$ cat src/rtl/seq_det_pkg.sv
// Shared types and constants for the button-sequence detector.
package seq_det_pkg;

    localparam int unsigned KONAMI_LEN = 11;
    localparam int unsigned BTN_IDX_W  = 3;

    typedef enum logic [BTN_IDX_W-1:0] {
        UP    = 3'd0,
        DOWN  = 3'd1,
        LEFT  = 3'd2,
        RIGHT = 3'd3,
        B     = 3'd4,
        A     = 3'd5,
        START = 3'd6
    } btn_e;

    // Classification of the taps seen in one cycle.
    typedef enum logic [1:0] {
        TAP_NONE  = 2'd0,
        TAP_MATCH = 2'd1,
        TAP_MISS  = 2'd2
    } tap_ev_e;

    // Default code vector: element k at [k*BTN_IDX_W +: BTN_IDX_W].
    function automatic logic [KONAMI_LEN*BTN_IDX_W-1:0] konami_code();
        logic [KONAMI_LEN*BTN_IDX_W-1:0] v;
        btn_e                            seq [KONAMI_LEN];
        seq = '{UP, UP, DOWN, DOWN, LEFT, RIGHT, LEFT, RIGHT, B, A, START};
        v   = '0;
        for (int k = 0; k < int'(KONAMI_LEN); k++) begin
            v[k*BTN_IDX_W +: BTN_IDX_W] = seq[k];
        end
        return v;
    endfunction

endpackage

$ cat src/rtl/btn_tap_tracker.sv
// Per-button held flag; a tap is the release of a button that was held.
module btn_tap_tracker (
    input  logic clk_i,
    input  logic reset_i,
    input  logic press_i,
    input  logic release_i,
    input  logic clear_i,
    output logic tap_c
);

    logic held_d;
    logic held_q;

    // Held flag update: clear first, then release wins over press.
    always_comb begin
        held_d = held_q;
        if (clear_i) begin
            held_d = 1'b0;
        end else if (release_i) begin
            held_d = 1'b0;
        end else if (press_i) begin
            held_d = 1'b1;
        end
    end

    // Held flag register.
    always_ff @(posedge clk_i or posedge reset_i) begin
        if (reset_i) begin
            held_q <= 1'b0;
        end else begin
            held_q <= held_d;
        end
    end

    assign tap_c = held_q & release_i;

endmodule

$ cat src/rtl/seq_code_detector.sv
// Parametrised button-sequence detector driven by press/release strobes.
// Optional inter-tap timeout enabled by defining SEQ_DET_TIMEOUT_EN.
module seq_code_detector
    import seq_det_pkg::*;
#(
    parameter  int unsigned NUM_BTN        = 7,
    parameter  int unsigned SEQ_LEN        = 11,
    parameter  int unsigned TIMEOUT_CYCLES = 1024,
    localparam int unsigned IDX_W          = $clog2(NUM_BTN),
    localparam int unsigned PROG_W         = $clog2(SEQ_LEN + 1)
) (
    input  logic                     clk_i,
    input  logic                     reset_i,
    input  logic [NUM_BTN-1:0]       press_i,
    input  logic [NUM_BTN-1:0]       release_i,
    input  logic [SEQ_LEN*IDX_W-1:0] code_i,
    input  logic                     clear_i,
    output logic                     unlocked_o,
    output logic [PROG_W-1:0]        progress_o,
    output logic                     error_o
);

    // Elaboration-time parameter sanity checks.
    if (NUM_BTN < 2) begin : g_chk_num_btn
        $error("seq_code_detector: NUM_BTN must be >= 2");
    end
    if (SEQ_LEN < 1) begin : g_chk_seq_len
        $error("seq_code_detector: SEQ_LEN must be >= 1");
    end
    if (TIMEOUT_CYCLES < 1) begin : g_chk_timeout
        $error("seq_code_detector: TIMEOUT_CYCLES must be >= 1");
    end

    logic [NUM_BTN-1:0] tap_c;
    logic               tap_any_c;
    logic               tap_multi_c;
    logic [IDX_W-1:0]   tap_idx_c;
    logic [IDX_W-1:0]   cur_code_c;
    logic [IDX_W-1:0]   first_code_c;
    tap_ev_e            tap_ev_c;
    logic               timeout_c;

    logic [PROG_W-1:0]  progress_d;
    logic [PROG_W-1:0]  progress_q;
    logic               unlocked_d;
    logic               unlocked_q;
    logic               error_d;
    logic               error_q;

    // One held-flag tracker per button.
    for (genvar b = 0; b < NUM_BTN; b++) begin : g_btn
        btn_tap_tracker u_tracker (
            .clk_i     (clk_i),
            .reset_i   (reset_i),
            .press_i   (press_i[b]),
            .release_i (release_i[b]),
            .clear_i   (clear_i),
            .tap_c     (tap_c[b])
        );
    end

    assign tap_any_c    = |tap_c;
    assign tap_multi_c  = |(tap_c & (tap_c - NUM_BTN'(1)));
    assign first_code_c = code_i[IDX_W-1:0];

    // Encode the (single) tapped button to its index.
    always_comb begin
        tap_idx_c = '0;
        for (int unsigned b = 0; b < NUM_BTN; b++) begin
            if (tap_c[b]) begin
                tap_idx_c = IDX_W'(b);
            end
        end
    end

    // Select the code element expected at the current progress.
    always_comb begin
        cur_code_c = '0;
        for (int unsigned k = 0; k < SEQ_LEN; k++) begin
            if (progress_q == PROG_W'(k)) begin
                cur_code_c = code_i[k*IDX_W +: IDX_W];
            end
        end
    end

    // Classify this cycle's taps; simultaneous taps always count as a miss.
    always_comb begin
        tap_ev_c = TAP_NONE;
        if (tap_any_c) begin
            if (!tap_multi_c && (tap_idx_c == cur_code_c)) begin
                tap_ev_c = TAP_MATCH;
            end else begin
                tap_ev_c = TAP_MISS;
            end
        end
    end

    // Progress and pulse next-state.
    always_comb begin
        progress_d = progress_q;
        unlocked_d = 1'b0;
        error_d    = 1'b0;
        if (clear_i) begin
            progress_d = '0;
        end else begin
            case (tap_ev_c)
                TAP_MATCH: begin
                    if (progress_q == PROG_W'(SEQ_LEN - 1)) begin
                        progress_d = '0;
                        unlocked_d = 1'b1;
                    end else begin
                        progress_d = progress_q + PROG_W'(1);
                    end
                end
                TAP_MISS: begin
                    error_d = (progress_q != '0);
                    if (!tap_multi_c && (tap_idx_c == first_code_c)) begin
                        progress_d = PROG_W'(1);
                    end else begin
                        progress_d = '0;
                    end
                end
                default: begin
                    if (timeout_c) begin
                        progress_d = '0;
                        error_d    = 1'b1;
                    end
                end
            endcase
        end
    end

    // Progress and pulse registers.
    always_ff @(posedge clk_i or posedge reset_i) begin
        if (reset_i) begin
            progress_q <= '0;
            unlocked_q <= 1'b0;
            error_q    <= 1'b0;
        end else begin
            progress_q <= progress_d;
            unlocked_q <= unlocked_d;
            error_q    <= error_d;
        end
    end

`ifdef SEQ_DET_TIMEOUT_EN
    localparam int unsigned CNT_W = $clog2(TIMEOUT_CYCLES + 1);

    logic [CNT_W-1:0] idle_cnt_d;
    logic [CNT_W-1:0] idle_cnt_q;

    // Idle-cycle counter: runs only while a partial sequence is pending.
    always_comb begin
        idle_cnt_d = idle_cnt_q;
        timeout_c  = 1'b0;
        if (clear_i || tap_any_c || (progress_q == '0)) begin
            idle_cnt_d = '0;
        end else if (idle_cnt_q == CNT_W'(TIMEOUT_CYCLES - 1)) begin
            idle_cnt_d = '0;
            timeout_c  = 1'b1;
        end else begin
            idle_cnt_d = idle_cnt_q + CNT_W'(1);
        end
    end

    // Idle counter register.
    always_ff @(posedge clk_i or posedge reset_i) begin
        if (reset_i) begin
            idle_cnt_q <= '0;
        end else begin
            idle_cnt_q <= idle_cnt_d;
        end
    end
`else
    assign timeout_c = 1'b0;
`endif

    assign unlocked_o = unlocked_q;
    assign progress_o = progress_q;
    assign error_o    = error_q;

endmodule

$ cat config.mk
export PLATFORM = sky130hd
export DESIGN_NAME = seq_code_detector
export DESIGN_NICKNAME = d
export VERILOG_FILES = /design/src/rtl/seq_det_pkg.sv /design/src/rtl/btn_tap_tracker.sv /design/src/rtl/seq_code_detector.sv
export SDC_FILE = /design/constraint.sdc
export NUM_CORES = 1
export LEC_CHECK = 0
export CORE_MARGIN = 2
export CORE_UTILIZATION = 42
export CTS_CLUSTER_SIZE = 12
export DETAILED_ROUTE_END_ITERATION = 10
export PLACE_DENSITY_LB_ADDON = 0.25
export SETUP_SLACK_MARGIN = 0.4
export SYNTH_ARGS = -nofsm -noshare
export SYNTH_HDL_FRONTEND = slang
export SYNTH_SLANG_ARGS = --single-unit
$ cat constraint.sdc
create_clock -name clk_i -period 3.1 [get_ports clk_i]
set_input_delay 0.62 -clock clk_i [delete_from_list [all_inputs] [get_ports clk_i]]
set_output_delay 0.62 -clock clk_i [all_outputs]
set_load 0.005 [all_outputs]
==> results of run 1 <==
-- final timing paths --
check	from	to
max in group asynchronous	reset_i	progress_o[0]
worst min register to register	g_btn[0].u_tracker.held_q	g_btn[0].u_tracker.held_q
worst max-delay path	release_i[4]	progress_o[3]
min in group asynchronous	reset_i	g_btn[1].u_tracker.held_q
worst min-delay path	g_btn[0].u_tracker.held_q	g_btn[0].u_tracker.held_q
worst max register to register	progress_o[0]	progress_o[3]
-- cell type report --
class                      instances  area [um2]  area share
inverter                           4        15.0     0.00771
tap                               31        38.8      0.0199
timing repair buffer              67         661       0.339
sequential                        13         330       0.170
multi-input combinational        122         877       0.450
clock buffer                       4        26.3      0.0135
-- power groups by stage --
stage	Sequential, mW	Combinational [mW]	Clock, mW
after floorplan	0.186	0.119	0
after global placement	0.196	0.194	0
after detailed placement	0.197	0.199	0
after CTS	0.194	0.206	0.108
after global routing	0.190	0.272	0.117
final	0.189	0.253	0.103
-- state kept, by name, indices dropped and copies added (netlist names) --
signal and cells:
unlocked_o 1, progress_o 4, g_btn.u_tracker.held_q 7, error_o 1
-- per-layer routing --
metal | up-vias | part of all wire | routed length (um) | global-route usage
met1 | 695 | 0.44 | 1650 | 0.302
met5 | - | 0 | 0 | 0
met3 | 2 | 0.057 | 214 | 0.0402
met4 | 0 | 0.0035 | 13 | 0.0299
met2 | 45 | 0.50 | 1850 | 0.372
li1 | 706 | - | - | -
-- cell usage in the layout, fill, tap and decap left out, types with 2 or more instances in the layout --
cell type | Yosys | layout
inv_1 | 3 | 3
o32ai_2 | 0 | 2
and3_1 | 2 | 2
or4_1 | 3 | 2
mux2i_1 | 2 | 2
o21ai_0 | 4 | 4
a211oi_1 | 4 | 4
nor2b_1 | 4 | 4
nand3_1 | 4 | 3
dfrtp_1 | 13 | 11
xnor2_1 | 3 | 2
clkdlybuf4s50_1 | 0 | 52
nand2b_1 | 6 | 6
a22oi_1 | 4 | 4
o22ai_1 | 3 | 3
a31oi_1 | 2 | 2
a21oi_1 | 13 | 13
nor2_1 | 10 | 10
nand4_1 | 2 | 2
nand2_1 | 8 | 8
a22o_1 | 3 | 3
buf_4 | 0 | 11
a32oi_2 | 0 | 2
dlymetal6s2s_1 | 0 | 3
and2b_1 | 2 | 2
mux2_2 | 2 | 2
clkbuf_4 | 0 | 3
nor3_1 | 10 | 10
-- tightest hold or removal path, cell delays in order, from the launching register on --
cell and delay, ps:
dfrtp_1 390, nor2_1 90, nor3_1 50
-- cell families (layout without fill, tap and decap cells) --
group | after synthesis | after routing | synth area share
buffers and inverters | 15 | 75 | 0.0811
xor gates and xnor gates | 4 | 4 | 0.0284
DFF | 13 | 13 | 0.264
muxes | 5 | 5 | 0.0527
and+or+nand+nor | 60 | 60 | 0.270
AOI/OAI and AO/OA | 53 | 53 | 0.304
-- through the flow --
step | cells | cell area (um2) | hold slack [ps] | util
floorplan | 150 | 1230 | 497 | -
global placement | 232 | 1790 | 544 | 0.644
detailed placement | 232 | 1790 | 563 | 0.644
CTS | 236 | 1840 | 575 | 0.663
global route | 241 | 1950 | 613 | 0.700
finish | 241 | 1950 | 569 | 0.700
-- what timing repair did --
action                     4_1_cts  5_1_grt
setup buffers                    0        5
gates resized for setup          5       12
setup endpoints to repair        6        5
pin swaps                        1       10
==> impl_metrics.xml, run 1 <==
<?xml version="1.0" encoding="UTF-8"?>
<metrics>
  <group name="run_status">
    <metric name="status" unit="">finished clean</metric>
  </group>
  <group name="sta">
    <metric name="final_ws_setup" unit="ps">474</metric>
    <metric name="timing.max_slew.rel_slack" unit="">0.592</metric>
    <metric name="fmax" unit="MHz">381</metric>
    <metric name="finalCritPeriodShare" unit="">0.847</metric>
    <metric name="final-hold-violation-count" unit="">0</metric>
    <metric name="fin_crit" unit="ps">2630</metric>
    <metric name="final-setup-viol-count" unit="">0</metric>
    <metric name="timing.final.max_slew_violations" unit="">0</metric>
    <metric name="clock-skew-final" unit="ps">7.24</metric>
    <metric name="rsz0062_at_grt" unit="">no</metric>
    <metric name="fin_setup_tns" unit="ps">0</metric>
    <metric name="worst_pin_slew" unit="ps">611</metric>
  </group>
  <group name="cells_and_area">
    <metric name="nNetsFinal" unit="">261</metric>
    <metric name="fillerInstances" unit="">229</metric>
    <metric name="insertedDiodeCount" unit="">0</metric>
    <metric name="syn2layout_area_growth" unit="%">57.9</metric>
    <metric name="drive_gt1_frac" unit="">0.157</metric>
  </group>
  <group name="floorplanning">
    <metric name="effective_utilization_at_floorplan" unit="">0.444</metric>
    <metric name="floorplan.die.height" unit="um">58.2</metric>
    <metric name="floorplan.core_area" unit="um2">2780</metric>
    <metric name="boundaryPins" unit="">56</metric>
    <metric name="die_w" unit="um">58.2</metric>
    <metric name="fp-row-count" unit="">19</metric>
    <metric name="design.die.area" unit="um2">3390</metric>
  </group>
  <group name="yosys">
    <metric name="netlist_area" unit="um2">1230</metric>
    <metric name="synth_top_flop_cell" unit="">dfrtp_1</metric>
    <metric name="synth_top_area_share" unit="">0.264</metric>
    <metric name="number_of_synthesized_flops_with_an_enable_pin" unit="">0</metric>
    <metric name="mappedNetlistNets" unit="">200</metric>
    <metric name="synth.top_cells.by_count" unit="">a21oi_1 (13), dfrtp_1 (13), nor2_1 (10), nor3_1 (10), nand2_1 (8)</metric>
    <metric name="yosysWarnings" unit="">0</metric>
    <metric name="post_synth.cell_area_avg" unit="um2">8.22</metric>
    <metric name="synth-seq-area-share" unit="">0.264</metric>
    <metric name="synth_async_sr_flop_share" unit="">1.00</metric>
    <metric name="yosys_register_bits" unit="">13</metric>
    <metric name="synth.largest_area_cell" unit="">dfrtp_1</metric>
    <metric name="synth.top_cells.by_area" unit="">dfrtp_1 (26%), a21oi_1 (5.3%), buf_6 (4.6%)</metric>
    <metric name="synth.lib_cells_used.distinct" unit="">52</metric>
    <metric name="cell_count_after_synthesis" unit="">150</metric>
  </group>
  <group name="worst_setup_path">
    <metric name="maximum_fanout_along_the_worst_path" unit="">6</metric>
    <metric name="critPathTopFamily" unit="">compound AO/OA/AOI/OAI gates</metric>
    <metric name="worstPathCellList" unit="">clkdlybuf4s50_1, a22o_1, a211oi_1, a21o_1, nand3_1, or4_4, o32ai_1</metric>
    <metric name="worstRegToRegCells" unit="">7</metric>
    <metric name="timing.critical_path.depth" unit="">7</metric>
    <metric name="critical-path-max-stage-delay" unit="ps">560</metric>
    <metric name="worstSetupEndpointType" unit="">flop</metric>
    <metric name="timing.critical_path.buf_inv" unit="">1</metric>
    <metric name="critPathRequiredTime" unit="ps">3270</metric>
    <metric name="crit_type" unit="">in -&gt; reg</metric>
    <metric name="setup.worst_path.start_class" unit="">primary input</metric>
    <metric name="crit_path_max_delay_cell_type" unit="">or4_4</metric>
    <metric name="r2r_slack" unit="ps">530</metric>
    <metric name="worst-endpoint-arrival" unit="ps">2800</metric>
  </group>
  <group name="detailed_routing">
    <metric name="drt_iter0_markers" unit="">84</metric>
    <metric name="drc_errors" unit="">0</metric>
    <metric name="post_drt_wl_per_cell" unit="um">15.5</metric>
    <metric name="dr_total_vias" unit="">1448</metric>
    <metric name="via_per_inst" unit="">6.01</metric>
    <metric name="drtPass1Iterations" unit="">4</metric>
    <metric name="antenna_viol_nets_final" unit="">0</metric>
    <metric name="detail_route.wirelength" unit="um">3720</metric>
  </group>
  <group name="global_route">
    <metric name="global_route.overflow_total" unit="">0</metric>
    <metric name="grt_util_all_layers" unit="">0.221</metric>
    <metric name="wire_length_of_the_first_global_routing_pass" unit="um">5850</metric>
    <metric name="maximum_number_of_pins_on_one_net_before_global_route_repair" unit="">20</metric>
    <metric name="first_global_vias" unit="">1289</metric>
    <metric name="grt_antenna_before_repair" unit="">0</metric>
  </group>
  <group name="pwr">
    <metric name="share_seq_of_total_power" unit="">0.346</metric>
    <metric name="internal_power" unit="uW">374</metric>
    <metric name="combinationalPowerShare" unit="">0.464</metric>
    <metric name="vdd_ir_drop_max" unit="mV">0.307</metric>
    <metric name="swShare" unit="">0.315</metric>
    <metric name="total_power" unit="uW">545</metric>
    <metric name="share_of_power_burned_in_the_clock_network" unit="">0.190</metric>
    <metric name="net-switching-power" unit="uW">172</metric>
    <metric name="cellPowerDensity" unit="nW/um2">280</metric>
    <metric name="p_leak" unit="nW">0.758</metric>
  </group>
  <group name="placed_design">
    <metric name="globalplace.congestion" unit="">0.925</metric>
    <metric name="portBuffers" unit="">55</metric>
    <metric name="detailedPlace.worstSlack" unit="ps">-18.8</metric>
    <metric name="place.detailed.hpwl" unit="um">2790</metric>
  </group>
  <group name="clock_network">
    <metric name="cts_buffers" unit="">3</metric>
    <metric name="cts.hold.buffers_added" unit="">0</metric>
    <metric name="cts_root_buffer" unit="">clkbuf_4</metric>
    <metric name="clock_tree_from_tritoncts" unit="">done</metric>
    <metric name="clock-sinks" unit="">13</metric>
    <metric name="clock_path_buffers" unit="">2</metric>
    <metric name="clk_transition_reported_paths" unit="ps">80</metric>
    <metric name="clk_latency" unit="ps">280</metric>
    <metric name="maximum_level_of_the_cts_h_tree" unit="">1</metric>
  </group>
  <group name="hold_path">
    <metric name="worstHoldPathType" unit="">reg -&gt; reg</metric>
    <metric name="timing.hold.worst_path_depth" unit="">2</metric>
  </group>
  <group name="job">
    <metric name="timing.max_cap.violations" unit="">0</metric>
  </group>
</metrics>
No activity file was read; power rests on OpenSTA's default activity.
==> run 2, diff against run 1 <==
Clock period 3.1 ns to 2.55 ns, I/O delays scaled along.
==> run 2 against run 1 <==
Cell count grew 7.5%. Sequential share of layout area fell by 1.5 points. Via count increased by 4.6%. Total power up 28%. Flip-flop and latch count unchanged. Clock power is 29% higher. Core utilization rose by 6.1 points. Register-to-register slack got worse by 370 ps. Hold slack worse by 76 ps. Critical path depth up 1. Largest cell class unchanged.
==> impl_metrics.xml, run 2 (synthesis results as in run 1) <==
<?xml version="1.0" encoding="UTF-8"?>
<metrics>
  <group name="pwr">
    <metric name="cellPowerDensity" unit="nW/um2">329</metric>
    <metric name="p_leak" unit="nW">0.848</metric>
    <metric name="total_power" unit="uW">697</metric>
    <metric name="vdd_ir_drop_max" unit="mV">0.391</metric>
  </group>
  <group name="cells_and_area">
    <metric name="syn2layout_area_growth" unit="%">71.6</metric>
    <metric name="fillerInstances" unit="">204</metric>
    <metric name="final_core_utilization" unit="">0.761</metric>
    <metric name="drive_gt1_frac" unit="">0.241</metric>
    <metric name="registers.top_by_ff_count" unit="">g_btn.u_tracker.held_q</metric>
    <metric name="largest_register_ffs" unit="">7</metric>
    <metric name="fin_cells" unit="">259</metric>
    <metric name="insertedDiodeCount" unit="">0</metric>
    <metric name="layout.cells.most_common" unit="">clkdlybuf4s50_1</metric>
    <metric name="mostFrequentLayoutCells" unit="">clkdlybuf4s50_1 (50), buf_4 (25), a21oi_1 (13), dfrtp_1 (12)</metric>
    <metric name="nNetsFinal" unit="">279</metric>
    <metric name="design_area" unit="um2">2120</metric>
  </group>
  <group name="worst_setup_path">
    <metric name="crit_type" unit="">in -&gt; reg</metric>
    <metric name="worstPathCellList" unit="">clkdlybuf4s50_1, nor2b_1, a211oi_1, o21ai_0, a31oi_1, xor2_1, or4_4, a221oi_2</metric>
    <metric name="crit_path_max_delay_cell_type" unit="">or4_4</metric>
    <metric name="timing.critical_path.buf_inv" unit="">1</metric>
    <metric name="critPathRequiredTime" unit="ps">2740</metric>
    <metric name="critPathTopFamily" unit="">compound AO/OA/AOI/OAI gates</metric>
    <metric name="worst-endpoint-arrival" unit="ps">2620</metric>
    <metric name="critical-path-max-stage-delay" unit="ps">550</metric>
    <metric name="maximum_fanout_along_the_worst_path" unit="">6</metric>
    <metric name="worstSetupEndpointType" unit="">flop</metric>
    <metric name="setup.worst_path.start_class" unit="">primary input</metric>
  </group>
  <group name="sta">
    <metric name="final-setup-viol-count" unit="">0</metric>
    <metric name="worst_pin_slew" unit="ps">650</metric>
    <metric name="fin_crit" unit="ps">2430</metric>
    <metric name="final-hold-violation-count" unit="">0</metric>
    <metric name="final_ws_setup" unit="ps">116</metric>
    <metric name="rsz0062_at_grt" unit="">yes</metric>
    <metric name="fmax" unit="MHz">411</metric>
    <metric name="finalCritPeriodShare" unit="">0.954</metric>
    <metric name="timing.final.max_slew_violations" unit="">0</metric>
    <metric name="clock-skew-final" unit="ps">3.83</metric>
    <metric name="timing.max_slew.rel_slack" unit="">0.565</metric>
  </group>
  <group name="run_status">
    <metric name="status" unit="">finished clean</metric>
  </group>
  <group name="placed_design">
    <metric name="globalplace.congestion" unit="">0.875</metric>
    <metric name="placed_cell_area" unit="um2">1960</metric>
    <metric name="portBuffers" unit="">55</metric>
    <metric name="post_placement_cell_count" unit="">248</metric>
    <metric name="detailedPlace.worstSlack" unit="ps">-432</metric>
    <metric name="place.detailed.hpwl" unit="um">3050</metric>
  </group>
  <group name="clock_network">
    <metric name="maximum_level_of_the_cts_h_tree" unit="">1</metric>
    <metric name="cts_buffers" unit="">3</metric>
    <metric name="clk_latency" unit="ps">280</metric>
    <metric name="clock_path_buffers" unit="">2</metric>
    <metric name="clk_transition_reported_paths" unit="ps">80</metric>
    <metric name="clock_tree_from_tritoncts" unit="">done</metric>
    <metric name="cts_root_buffer" unit="">clkbuf_4</metric>
    <metric name="clock-sinks" unit="">13</metric>
  </group>
  <group name="job">
    <metric name="timing.max_cap.violations" unit="">0</metric>
  </group>
  <group name="global_route">
    <metric name="first_global_vias" unit="">1428</metric>
    <metric name="global_route.overflow_total" unit="">0</metric>
    <metric name="wire_length_of_the_first_global_routing_pass" unit="um">6140</metric>
    <metric name="grt_util_all_layers" unit="">0.234</metric>
    <metric name="grt_antenna_before_repair" unit="">0</metric>
    <metric name="maximum_number_of_pins_on_one_net_before_global_route_repair" unit="">20</metric>
  </group>
  <group name="floorplanning">
    <metric name="floorplan.die.height" unit="um">58.2</metric>
    <metric name="design.die.area" unit="um2">3390</metric>
    <metric name="die_w" unit="um">58.2</metric>
    <metric name="fp-row-count" unit="">19</metric>
    <metric name="boundaryPins" unit="">56</metric>
    <metric name="floorplan.core_area" unit="um2">2780</metric>
    <metric name="effective_utilization_at_floorplan" unit="">0.444</metric>
  </group>
  <group name="detailed_routing">
    <metric name="via_per_inst" unit="">5.85</metric>
    <metric name="drt_iter0_markers" unit="">53</metric>
    <metric name="post_drt_wl_per_cell" unit="um">15.6</metric>
    <metric name="dr_total_vias" unit="">1514</metric>
    <metric name="antenna_viol_nets_final" unit="">0</metric>
    <metric name="drtPass1Iterations" unit="">4</metric>
    <metric name="drc_errors" unit="">0</metric>
    <metric name="detail_route.wirelength" unit="um">4050</metric>
  </group>
  <group name="hold_path">
    <metric name="worstHoldPathType" unit="">in -&gt; reg</metric>
  </group>
</metrics>
## run 2: cell types whose count changed in the layout (fill, tap and decap cells not counted), sizes merged
cell and change:
buf +18, clkdlybuf4s50 -2, dlygate4sd2 +2, clkdlybuf4s15 +1, dlymetal6s2s -1
## run 2: path summary, 6_finish.rpt
check	from	end	slack [ps]	depth (start not counted)
worst max-delay path	code_i[14]	progress_o[0]	120	8
worst max register to register	progress_o[0]	progress_o[0]	160	9
worst min register to register	g_btn[0].u_tracker.held_q	g_btn[0].u_tracker.held_q	570	2
worst min-delay path	release_i[4]	g_btn[4].u_tracker.held_q	490	2
min in group asynchronous	reset_i	unlocked_o	540	2
max in group asynchronous	reset_i	progress_o[1]	1640	2
## run 2: routing by layer
layer | share of wire | vias up | GRT usage
met2 | 0.50 | 47 | 0.390
met3 | 0.047 | 10 | 0.0513
li1 | - | 740 | -
met5 | 0 | - | 0
met1 | 0.42 | 717 | 0.300
met4 | 0.028 | 0 | 0.0797
## run 2: power by group
group	switching, mW	leakage [nW]	internal (mW)	total [mW]
combinational	0.138	0.658	0.200	0.338
sequential	0.0108	0.175	0.215	0.226
clock	0.0723	0.0150	0.0608	0.133
## run 2: repair_timing
item / in CTS / in global routing
pin swaps: 16 / 8
resized for setup: 9 / 12
buffers inserted: 2 / 5
hold endpoints to repair: 0 / 0
endpoints found under the setup margin: 6 / 6
hold buffers: 0 / 0
## run 2: area by class of cell
| cell class | instances | area, um2 | area share |
|---|---|---|---|
| sequential | 13 | 327 | 0.154 |
| tap | 31 | 38.8 | 0.0183 |
| inverter | 4 | 15.0 | 0.00709 |
| multi-input combinational | 122 | 887 | 0.419 |
| clock buffer | 4 | 26.3 | 0.0124 |
| timing repair buffer | 85 | 823 | 0.389 |
## run 2: through the flow
stage	setup TNS (ps)	hold WS (ps)
final	0	493
after detailed placement	-2430	550
after global routing	0	494
after floorplan	0	387
after global placement	-2170	546
after CTS	0	563
==> run 3, diff against run 2 <==
Settings changed: ABC_AREA set to 1, CORE_UTILIZATION 42 to 41.
==> run 3 against run 2 <==
Non-clock buffer count down 21. Register-to-register slack gained 330 ps. Critical path depth increased by 7. Sequential power rose by 4%. Total power fell by 0.39%.
==> impl_metrics.xml, run 3 <==
<?xml version="1.0" encoding="UTF-8"?>
<metrics>
  <group name="cells_and_area">
    <metric name="registers.top_by_ff_count" unit="">g_btn.u_tracker.held_q</metric>
    <metric name="drive_gt1_frac" unit="">0.153</metric>
    <metric name="layout.cells.most_common" unit="">nand2_1</metric>
    <metric name="largest_register_ffs" unit="">7</metric>
    <metric name="insertedDiodeCount" unit="">0</metric>
    <metric name="final_core_utilization" unit="">0.689</metric>
    <metric name="mostFrequentLayoutCells" unit="">nand2_1 (63), clkdlybuf4s50_1 (55), inv_1 (24), nand3_1 (23), nor2_1 (18)</metric>
    <metric name="syn2layout_area_growth" unit="%">58.8</metric>
    <metric name="nNetsFinal" unit="">319</metric>
    <metric name="fillerInstances" unit="">235</metric>
  </group>
  <group name="pwr">
    <metric name="vdd_ir_drop_max" unit="mV">0.325</metric>
    <metric name="p_leak" unit="nW">0.910</metric>
    <metric name="cellPowerDensity" unit="nW/um2">365</metric>
  </group>
  <group name="global_route">
    <metric name="grt_antenna_before_repair" unit="">0</metric>
    <metric name="global_route.overflow_total" unit="">0</metric>
    <metric name="wire_length_of_the_first_global_routing_pass" unit="um">5530</metric>
    <metric name="maximum_number_of_pins_on_one_net_before_global_route_repair" unit="">14</metric>
    <metric name="grt_util_all_layers" unit="">0.213</metric>
    <metric name="first_global_vias" unit="">1259</metric>
  </group>
  <group name="sta">
    <metric name="final-hold-violation-count" unit="">0</metric>
    <metric name="fmax" unit="MHz">486</metric>
    <metric name="fin_crit" unit="ps">2060</metric>
    <metric name="worst_pin_slew" unit="ps">498</metric>
    <metric name="finalCritPeriodShare" unit="">0.808</metric>
    <metric name="fin_setup_tns" unit="ps">0</metric>
    <metric name="final-setup-viol-count" unit="">0</metric>
    <metric name="timing.max_slew.rel_slack" unit="">0.667</metric>
    <metric name="clock-skew-final" unit="ps">1.72</metric>
    <metric name="rsz0062_at_grt" unit="">yes</metric>
    <metric name="timing.final.max_slew_violations" unit="">0</metric>
  </group>
  <group name="floorplanning">
    <metric name="die_w" unit="um">58.0</metric>
    <metric name="fp-row-count" unit="">19</metric>
    <metric name="floorplan.die.height" unit="um">58.0</metric>
    <metric name="effective_utilization_at_floorplan" unit="">0.434</metric>
    <metric name="floorplan.core_area" unit="um2">2760</metric>
    <metric name="design.die.area" unit="um2">3370</metric>
    <metric name="boundaryPins" unit="">56</metric>
  </group>
  <group name="clock_network">
    <metric name="clock_path_buffers" unit="">2</metric>
    <metric name="clock-sinks" unit="">13</metric>
    <metric name="maximum_level_of_the_cts_h_tree" unit="">1</metric>
    <metric name="clk_latency" unit="ps">290</metric>
    <metric name="clock_tree_from_tritoncts" unit="">done</metric>
    <metric name="cts_buffers" unit="">3</metric>
    <metric name="cts.hold.buffers_added" unit="">0</metric>
    <metric name="clk_transition_reported_paths" unit="ps">80</metric>
    <metric name="cts_root_buffer" unit="">clkbuf_4</metric>
  </group>
  <group name="worst_setup_path">
    <metric name="critPathRequiredTime" unit="ps">2730</metric>
    <metric name="r2r-end" unit="">progress_o[0]</metric>
    <metric name="crit_type" unit="">reg -&gt; reg</metric>
    <metric name="critical-path-max-stage-delay" unit="ps">480</metric>
    <metric name="worstRegToRegCells" unit="">15</metric>
    <metric name="worst-endpoint-arrival" unit="ps">2240</metric>
    <metric name="maximum_fanout_along_the_worst_path" unit="">7</metric>
    <metric name="worstPathCellList" unit="">nor2_4, nand2_2, or2_0, nand2_1, nand2_1, nand2_1, nand4_2, nand3b_1, nand2_1, nor2_2, nand2_2, nand2_2, nand2_1, nand2_1, nand2_1</metric>
    <metric name="r2r_slack" unit="ps">490</metric>
    <metric name="worstSetupEndpointType" unit="">flop</metric>
    <metric name="setup.worst_path.start_class" unit="">flop</metric>
    <metric name="crit_top_cell" unit="">nand2_1</metric>
    <metric name="crit_path_max_delay_cell_type" unit="">dfrtp_2</metric>
    <metric name="reg2reg_from" unit="">progress_o[1]</metric>
  </group>
  <group name="yosys">
    <metric name="synth-seq-area-share" unit="">0.272</metric>
    <metric name="synth.largest_area_cell" unit="">dfrtp_1</metric>
    <metric name="cell_count_after_synthesis" unit="">201</metric>
    <metric name="synth_most_common_cell" unit="">nand2_1</metric>
    <metric name="yosysWarnings" unit="">0</metric>
    <metric name="yosys_register_bits" unit="">13</metric>
    <metric name="synth.top_cells.by_count" unit="">nand2_1 (65), inv_1 (24), nand3_1 (23)</metric>
    <metric name="post_synth.cell_area_avg" unit="um2">5.95</metric>
    <metric name="synth_async_sr_flop_share" unit="">1.00</metric>
    <metric name="synth_top_area_share" unit="">0.272</metric>
    <metric name="synth_top_flop_cell" unit="">dfrtp_1</metric>
    <metric name="synth.lib_cells_used.distinct" unit="">22</metric>
    <metric name="synth.top_cells.by_area" unit="">dfrtp_1 (27%), nand2_1 (20%), nand3_1 (9.6%)</metric>
    <metric name="number_of_synthesized_flops_with_an_enable_pin" unit="">0</metric>
    <metric name="netlist_area" unit="um2">1200</metric>
    <metric name="mappedNetlistNets" unit="">251</metric>
  </group>
  <group name="job">
    <metric name="timing.max_cap.violations" unit="">0</metric>
  </group>
  <group name="detailed_routing">
    <metric name="via_per_inst" unit="">4.81</metric>
    <metric name="drt_iter0_markers" unit="">54</metric>
    <metric name="detail_route.wirelength" unit="um">3470</metric>
    <metric name="antenna_viol_nets_final" unit="">0</metric>
    <metric name="dr_total_vias" unit="">1439</metric>
    <metric name="post_drt_wl_per_cell" unit="um">11.6</metric>
    <metric name="drc_errors" unit="">0</metric>
    <metric name="drtPass1Iterations" unit="">4</metric>
  </group>
  <group name="placed_design">
    <metric name="place.detailed.hpwl" unit="um">2640</metric>
    <metric name="globalplace.congestion" unit="">0.856</metric>
    <metric name="portBuffers" unit="">55</metric>
  </group>
  <group name="hold_path">
    <metric name="worstHoldPathType" unit="">in -&gt; async</metric>
  </group>
  <group name="run_status">
    <metric name="status" unit="">finished clean</metric>
  </group>
</metrics>
[run 3: cell types whose count changed after synthesis, sizes merged, moves of 4 or more]
cell	before	now
buf	10	2
nand2	8	67
nor2b	4	0
inv	4	31
a22oi	4	0
nor2	11	28
nand2b	6	0
nand3	4	23
a21oi	13	6
a211oi	4	0
or2	1	8
[run 3: final cells by class]
type                    instances  area, um2  area share
repair buffers                 64        618       0.325
multi-input cells             156        769       0.405
well taps                      31       38.8      0.0204
inverters                      31        116      0.0613
clock buffers                   4       26.3      0.0138
flip-flops and latches         13        330       0.174
[run 3: logic make-up (layout without fill, tap and decap cells)]
family	after synthesis	in the layout	share of synthesized area
flip-flops	13	13	0.272
AO/OA/AOI/OAI	12	12	0.0513
XOR/XNOR	3	3	0.0220
AND/OR/NAND/NOR	140	141	0.539
buffers and inverters	33	99	0.116
[run 3: worst max-delay path, delay by kind of cell (launching register included)]
family / cells / cell delay (ps)
and+or+nand+nor: 15 / 1490
DFF: 1 / 480
[run 3: per-stage QoR]
stage | cells | setup slack (ps) | cell area, um2 | hold WS (ps) | total power, mW
final | 299 | 490 | 1900 | 542 | 0.694
after global routing | 299 | 327 | 1900 | 584 | 0.740
after CTS | 291 | 421 | 1810 | 558 | 0.660
after detailed placement | 287 | 207 | 1780 | 547 | 0.521
after global placement | 287 | 220 | 1780 | 528 | 0.520
after floorplan | 201 | 696 | 1200 | 387 | 0.390
[run 3: where the power goes]
group | switching (mW) | internal [mW] | total (mW)
logic | 0.159 | 0.167 | 0.326
clock network | 0.0712 | 0.0609 | 0.132
registers | 0.0167 | 0.219 | 0.235
[run 3: what timing repair did]
action / CTS / global route
setup endpoints to repair: 3 / 6
buffers inserted: 0 / 7
pin swaps: 0 / 5
resized for setup: 2 / 11
cloned: 0 / 1
[run 3: routing by layer]
| layer | wire length [um] | track usage |
|---|---|---|
| met1 | 1680 | 0.314 |
| met2 | 1500 | 0.321 |
| met3 | 238 | 0.0268 |
| met4 | 49 | 0.0764 |
| met5 | 0 | 0 |
[run 3: worst max-delay path by stage]
stage | from | end | slack (ps) | cells after the start
finish | progress_o[1] | progress_o[0] | 490 | 15
detailed placement | release_i[1] | progress_o[0] | 210 | 13
floorplan | progress_o[3] | progress_o[0] | 700 | 19
global placement | code_i[2] | progress_o[0] | 220 | 15
CTS | progress_o[0] | progress_o[0] | 420 | 19
global route | progress_o[1] | progress_o[1] | 330 | 14
==> RTL edit 1 (settings of run 3) <==
`NUM_BTN`: 7 -> 8.
--- a/src/rtl/seq_code_detector.sv
+++ b/src/rtl/seq_code_detector.sv
@@ -3,7 +3,7 @@
 module seq_code_detector
     import seq_det_pkg::*;
 #(
-    parameter  int unsigned NUM_BTN        = 7,
+    parameter  int unsigned NUM_BTN        = 8,
     parameter  int unsigned SEQ_LEN        = 11,
     parameter  int unsigned TIMEOUT_CYCLES = 1024,
     localparam int unsigned IDX_W          = $clog2(NUM_BTN),
Interface: changed (resized press_i and release_i); port bits go from 56 to 58. No check against the original RTL was run, so the function may have changed too.
==> RTL edit 1 against run 3 <==
  * Sequential share of layout area grew 0.20 points
  * Routed wire length up 1.7%
  * Synthesized area increased by 7.9%
  * Sequential cell count is 1 higher
  * Worst setup slack better by 41 ps
  * Power down 5.8%
  * Largest power group unchanged
  * Cell area increased by 6.3%
  * Clock power shrank 7%
==> RTL edit 1: results (changes against run 3) <==
[outcome]
status=finished clean  ; unchanged

[clock_tree]
numCtsBuffers=3  ; unchanged
path_clk_slew_ps=80  ; about the same
ctsRootBufferMaster=clkbuf_4  ; unchanged
clockBufferDepth=2  ; unchanged
h-tree-depth=1  ; unchanged
insertion_delay_ps=280

[yosys]
synth_seq_area_share_pct=27.1  ; was 27.2%
ys_types=26  ; was 22
netlist_top_cells_count=nand2_1 (65), nor2_1 (28), inv_1 (20)  ; was nand2_1 (65), inv_1 (24), nand3_1 (23)
synthArstFlopShare_pct=100  ; unchanged
syn-num-nets=264  ; was 251
synthTopCellsByArea=dfrtp_1 (27%), nand2_1 (19%), nor2_1 (8.1%), inv_1 (5.8%), nand3_1 (5.8%)  ; was dfrtp_1 (27%), nand2_1 (20%), nand3_1 (9.6%), inv_1 (7.5%), nor2_1 (6.0%)
ys.warnings.count=0  ; unchanged

[global_route]
grt_max_degree=15  ; was 14
antenna_found_initial=0  ; unchanged
grt_pass1_wl_mm=5.61  ; was 5.53 mm
grt_usage_pct=20.5  ; was 21.3%
grt_pass1_vias=1379  ; was 1259

[finish]
fin_nets=331  ; was 319
largest-register=g_btn.u_tracker.held_q  ; unchanged
post_route_cells_drive_above_1_share_pct=17.7  ; was 15.3%
nFillCells=283  ; was 235
diodes=0  ; unchanged
largest_reg_flops=8  ; was 7

[min_path]
worstHoldPathType=register to register  ; was input port to async pin

[routing]
dr_total_vias=1527  ; was 1439
routed.top_layer=met4  ; unchanged
drt-met1-wl_mm=1.56  ; was 1.68 mm
wl_per_cell_um=11.0  ; was 11.6 µm
drtPass1Iterations=4  ; unchanged
met3_length_um=150  ; was 238 µm
drt_iter0_markers=43  ; was 54
dr_wl_met2_mm=1.79  ; was 1.50 mm

[power]
p_leak_nw=0.975  ; was 0.910 nW
p_sw_mw=0.218  ; was 0.247 mW
max-vdd-ir-drop_v=0.000294  ; was 0.000325 V

[placement]
dp_hpwl_mm=2.90  ; was 2.64 mm
io_buffers=57  ; was 55
gp_congestion=0.924  ; was 0.856

[worst_setup_path]
arrival_ps=2220  ; was 2240 ps
crit_path_max_fanout=7  ; unchanged

[timing]
worstMarginPinSlew_ps=515  ; was 498 ps
skew_ps=1.76  ; was 1.72 ps

==> RTL edit 1: through the flow <==
step	worst slack (ps)	cells	area, µm²	hold WS, ps
after global placement	221	313	1920	530
after detailed placement	225	313	1920	539
after CTS	433	316	1940	553
final	532	321	2020	553
after global routing	351	321	2020	591
after floorplan	698	212	1290	399
==> RTL edit 1: path summary, 6_finish.rpt <==
kind,slack (ps),from,depth (start not counted),end
max,530,progress_o[0],12,progress_o[3]
min,550,g_btn[7].u_tracker.held_q,2,g_btn[7].u_tracker.held_q
max reg2reg,530,progress_o[0],12,progress_o[3]
min reg2reg,550,g_btn[7].u_tracker.held_q,2,g_btn[7].u_tracker.held_q
max in group asynchronous,1620,reset_i,2,progress_o[3]
min in group asynchronous,560,reset_i,2,unlocked_o
==> RTL edit 1: metal layers <==
metal / vias to the layer above / global-route usage, %
met5: - / 0
met3: 5 / 3.90
li1: 805 / -
met2: 38 / 34.6
met1: 679 / 27.4
met4: 0 / 3.81
==> RTL edit 1: layout make-up <==
| class | count | area [µm²] | area share [%] |
|---|---|---|---|
| Sequential cell | 14 | 355 | 17.6 |
| Multi-Input combinational cell | 166 | 850 | 42.1 |
| Clock buffer | 3 | 22.5 | 1.12 |
| Timing Repair Buffer | 63 | 618 | 30.6 |
| Inverter | 31 | 119 | 5.89 |
| Tap cell | 44 | 55.1 | 2.73 |
==> RTL edit 1: kinds of logic (layout without fill, tap and decap cells) <==
logic type	Yosys count	after routing	synth area share [%]
buffers and inverters	32	97	9.30
DFF	14	14	27.1
and+or+nand+nor	150	150	55.1
AOI/OAI and AO/OA	12	12	5.72
xor gates and xnor gates	4	4	2.71
==> RTL edit 1: worst max-delay path, stage by stage, from the launching register on <==
cell and delay [ps]:
dfrtp_2 490, nor2_4 190, nand2_2 90, or2_0 200
nand2_1 60, nand4_1 120, nor2_2 190, nand3_2 100
nand2_2 90, nand3_4 70, nor2_4 100, nand3_2 110
o22ai_1 130
==> RTL edit 1: what timing repair did <==
item / CTS / global route
resized for setup: 0 / 13
setup endpoints to repair: 0 / 6
setup buffers: 0 / 5
==> RTL edit 1: power groups by stage <==
| stage | Sequential, mW | Clock (mW) | Combinational [mW] |
|---|---|---|---|
| CTS | 0.244 | 0.127 | 0.268 |
| detailed placement | 0.248 | 0 | 0.267 |
| global route | 0.246 | 0.142 | 0.320 |
| floorplan | 0.247 | 0 | 0.146 |
| global placement | 0.248 | 0 | 0.263 |
| finish | 0.245 | 0.123 | 0.286 |
==> RTL edit 2 (flow settings as in run 3) <==
Without the edit above. Register the inputs `press_i`, `release_i` and `code_i` before use, with the module's reset. The logic sees them one clock later. The other inputs are not delayed to match.
--- a/src/rtl/seq_code_detector.sv
+++ b/src/rtl/seq_code_detector.sv
@@ -19,6 +19,22 @@
     output logic [PROG_W-1:0]        progress_o,
     output logic                     error_o
 );
+
+    logic [NUM_BTN-1:0] press_q;
+    logic [NUM_BTN-1:0] release_q;
+    logic [SEQ_LEN*IDX_W-1:0] code_q;
+
+    always_ff @(posedge clk_i or posedge reset_i) begin
+        if (reset_i) begin
+            press_q   <= '0;
+            release_q <= '0;
+            code_q    <= '0;
+        end else begin
+            press_q   <= press_i;
+            release_q <= release_i;
+            code_q    <= code_i;
+        end
+    end
 
     // Elaboration-time parameter sanity checks.
     if (NUM_BTN < 2) begin : g_chk_num_btn
@@ -52,8 +68,8 @@
         btn_tap_tracker u_tracker (
             .clk_i     (clk_i),
             .reset_i   (reset_i),
-            .press_i   (press_i[b]),
-            .release_i (release_i[b]),
+            .press_i   (press_q[b]),
+            .release_i (release_q[b]),
             .clear_i   (clear_i),
             .tap_c     (tap_c[b])
         );
@@ -61,7 +77,7 @@
 
     assign tap_any_c    = |tap_c;
     assign tap_multi_c  = |(tap_c & (tap_c - NUM_BTN'(1)));
-    assign first_code_c = code_i[IDX_W-1:0];
+    assign first_code_c = code_q[IDX_W-1:0];
 
     // Encode the (single) tapped button to its index.
     always_comb begin
@@ -78,7 +94,7 @@
         cur_code_c = '0;
         for (int unsigned k = 0; k < SEQ_LEN; k++) begin
             if (progress_q == PROG_W'(k)) begin
-                cur_code_c = code_i[k*IDX_W +: IDX_W];
+                cur_code_c = code_q[k*IDX_W +: IDX_W];
             end
         end
     end
Formal check against the unedited RTL: not equivalent (Yosys sat finds a counterexample within 4 cycles, from zero or initial values and one cycle with reset_i high).
==> RTL edit 2 against run 3 <==
  * Routed wire length rose by 34%
  * Combinational power fell by 25%
  * Cell area rose by 79%
  * Maximum frequency rose by 2.2%
  * Sequential power rose to 4.4 times the old value
  * Sequential cell count rose by 47
  * Sequential share of layout area rose by 27 points
  * Largest cell class is now registers
  * Synthesized area rose by 98%
  * Worst setup slack improved by 44 ps
  * Non-clock buffer count rose by 1
  * Core utilization fell by 7.5 points
  * Power rose to 3.3 times the old value
  * Worst hold slack got worse by 120 ps
  * Global-route usage fell by 5.2 points
==> RTL edit 2: results (changes against run 3) <==
[worst_setup_path]
r2r_cells=16  ; was 15
rrSetupSlack_ps=530  ; was 490 ps
timing.rr.end=progress_o[2]  ; was progress_o[0]
cpPeakStageDelay_ps=500  ; was 480 ps

[timing]
timing.final.crit_share_pct=79.0  ; was 80.8%
holdWs_ps=424  ; was 542 ps
skew_ps=5.11  ; was 1.72 ps

[clock_tree]
path_clk_slew_ps=60  ; was 80 ps
insertion_delay_ps=330  ; was 290 ps
ctsRootBufferMaster=clkbuf_8  ; was clkbuf_4

[global_route]
grt_max_degree=37  ; was 14
grt_util_met3_pct=5.88  ; was 2.68%
met1_usage_pct=21.8  ; was 31.4%

[finish]
final_cell_count_no_fill=397  ; was 299
nFillCells=456  ; was 235
fin_nets=370  ; was 319
post_route_cells_drive_above_1_share_pct=16.9  ; was 15.3%

[placement]
place_area_um2=3020  ; was 1780 µm²

[routing]
dr_total_vias=1846  ; was 1439
drt_iter0_markers=123  ; was 54

[power]
max-vdd-ir-drop_v=0.000413  ; was 0.000325 V
p_leak_nw=1.57  ; was 0.910 nW

[yosys]
netlist_top_cells_count=dfrtp_1 (60), nand2_1 (59), nor2_1 (22)  ; was nand2_1 (65), inv_1 (24), nand3_1 (23)
ys_types=26  ; was 22
synth_seq_area_share_pct=63.5  ; was 27.2%

[outcome]
status=finished clean  ; unchanged

==> RTL edit 2: cell count changes in the layout (fill, tap and decap cells not counted), sizes merged, moves of 3 or more <==
cell    delta
nand2      -7
clkbuf     +8
nor2       +4
a21oi      -4
inv        -4
bufinv     +3
dfrtp     +47
==> RTL edit 2: cell families after synthesis <==
kind of cell,after synthesis,share of synthesized area (%)
DFF,60,63.5
xor gates and xnor gates,3,1.11
buffers and inverters,28,4.44
AOI/OAI and AO/OA,11,2.70
and+or+nand+nor,143,28.3
==> RTL edit 2: cell type report <==
type                            instances  area share, %
Multi-Input combinational cell        157           23.8
Timing Repair Buffer                   65           18.8
Clock buffer                           12           4.56
Sequential cell                        60           44.3
Tap cell                               72           2.65
Clock inverter                          4           2.80
Inverter                               27           3.13
==> RTL edit 2: power breakdown <==
group | switching, mW | total, mW | internal, mW
sequential | 0.0276 | 1.03 | 0.999
clock | 0.336 | 1.04 | 0.701
combinational | 0.115 | 0.245 | 0.130
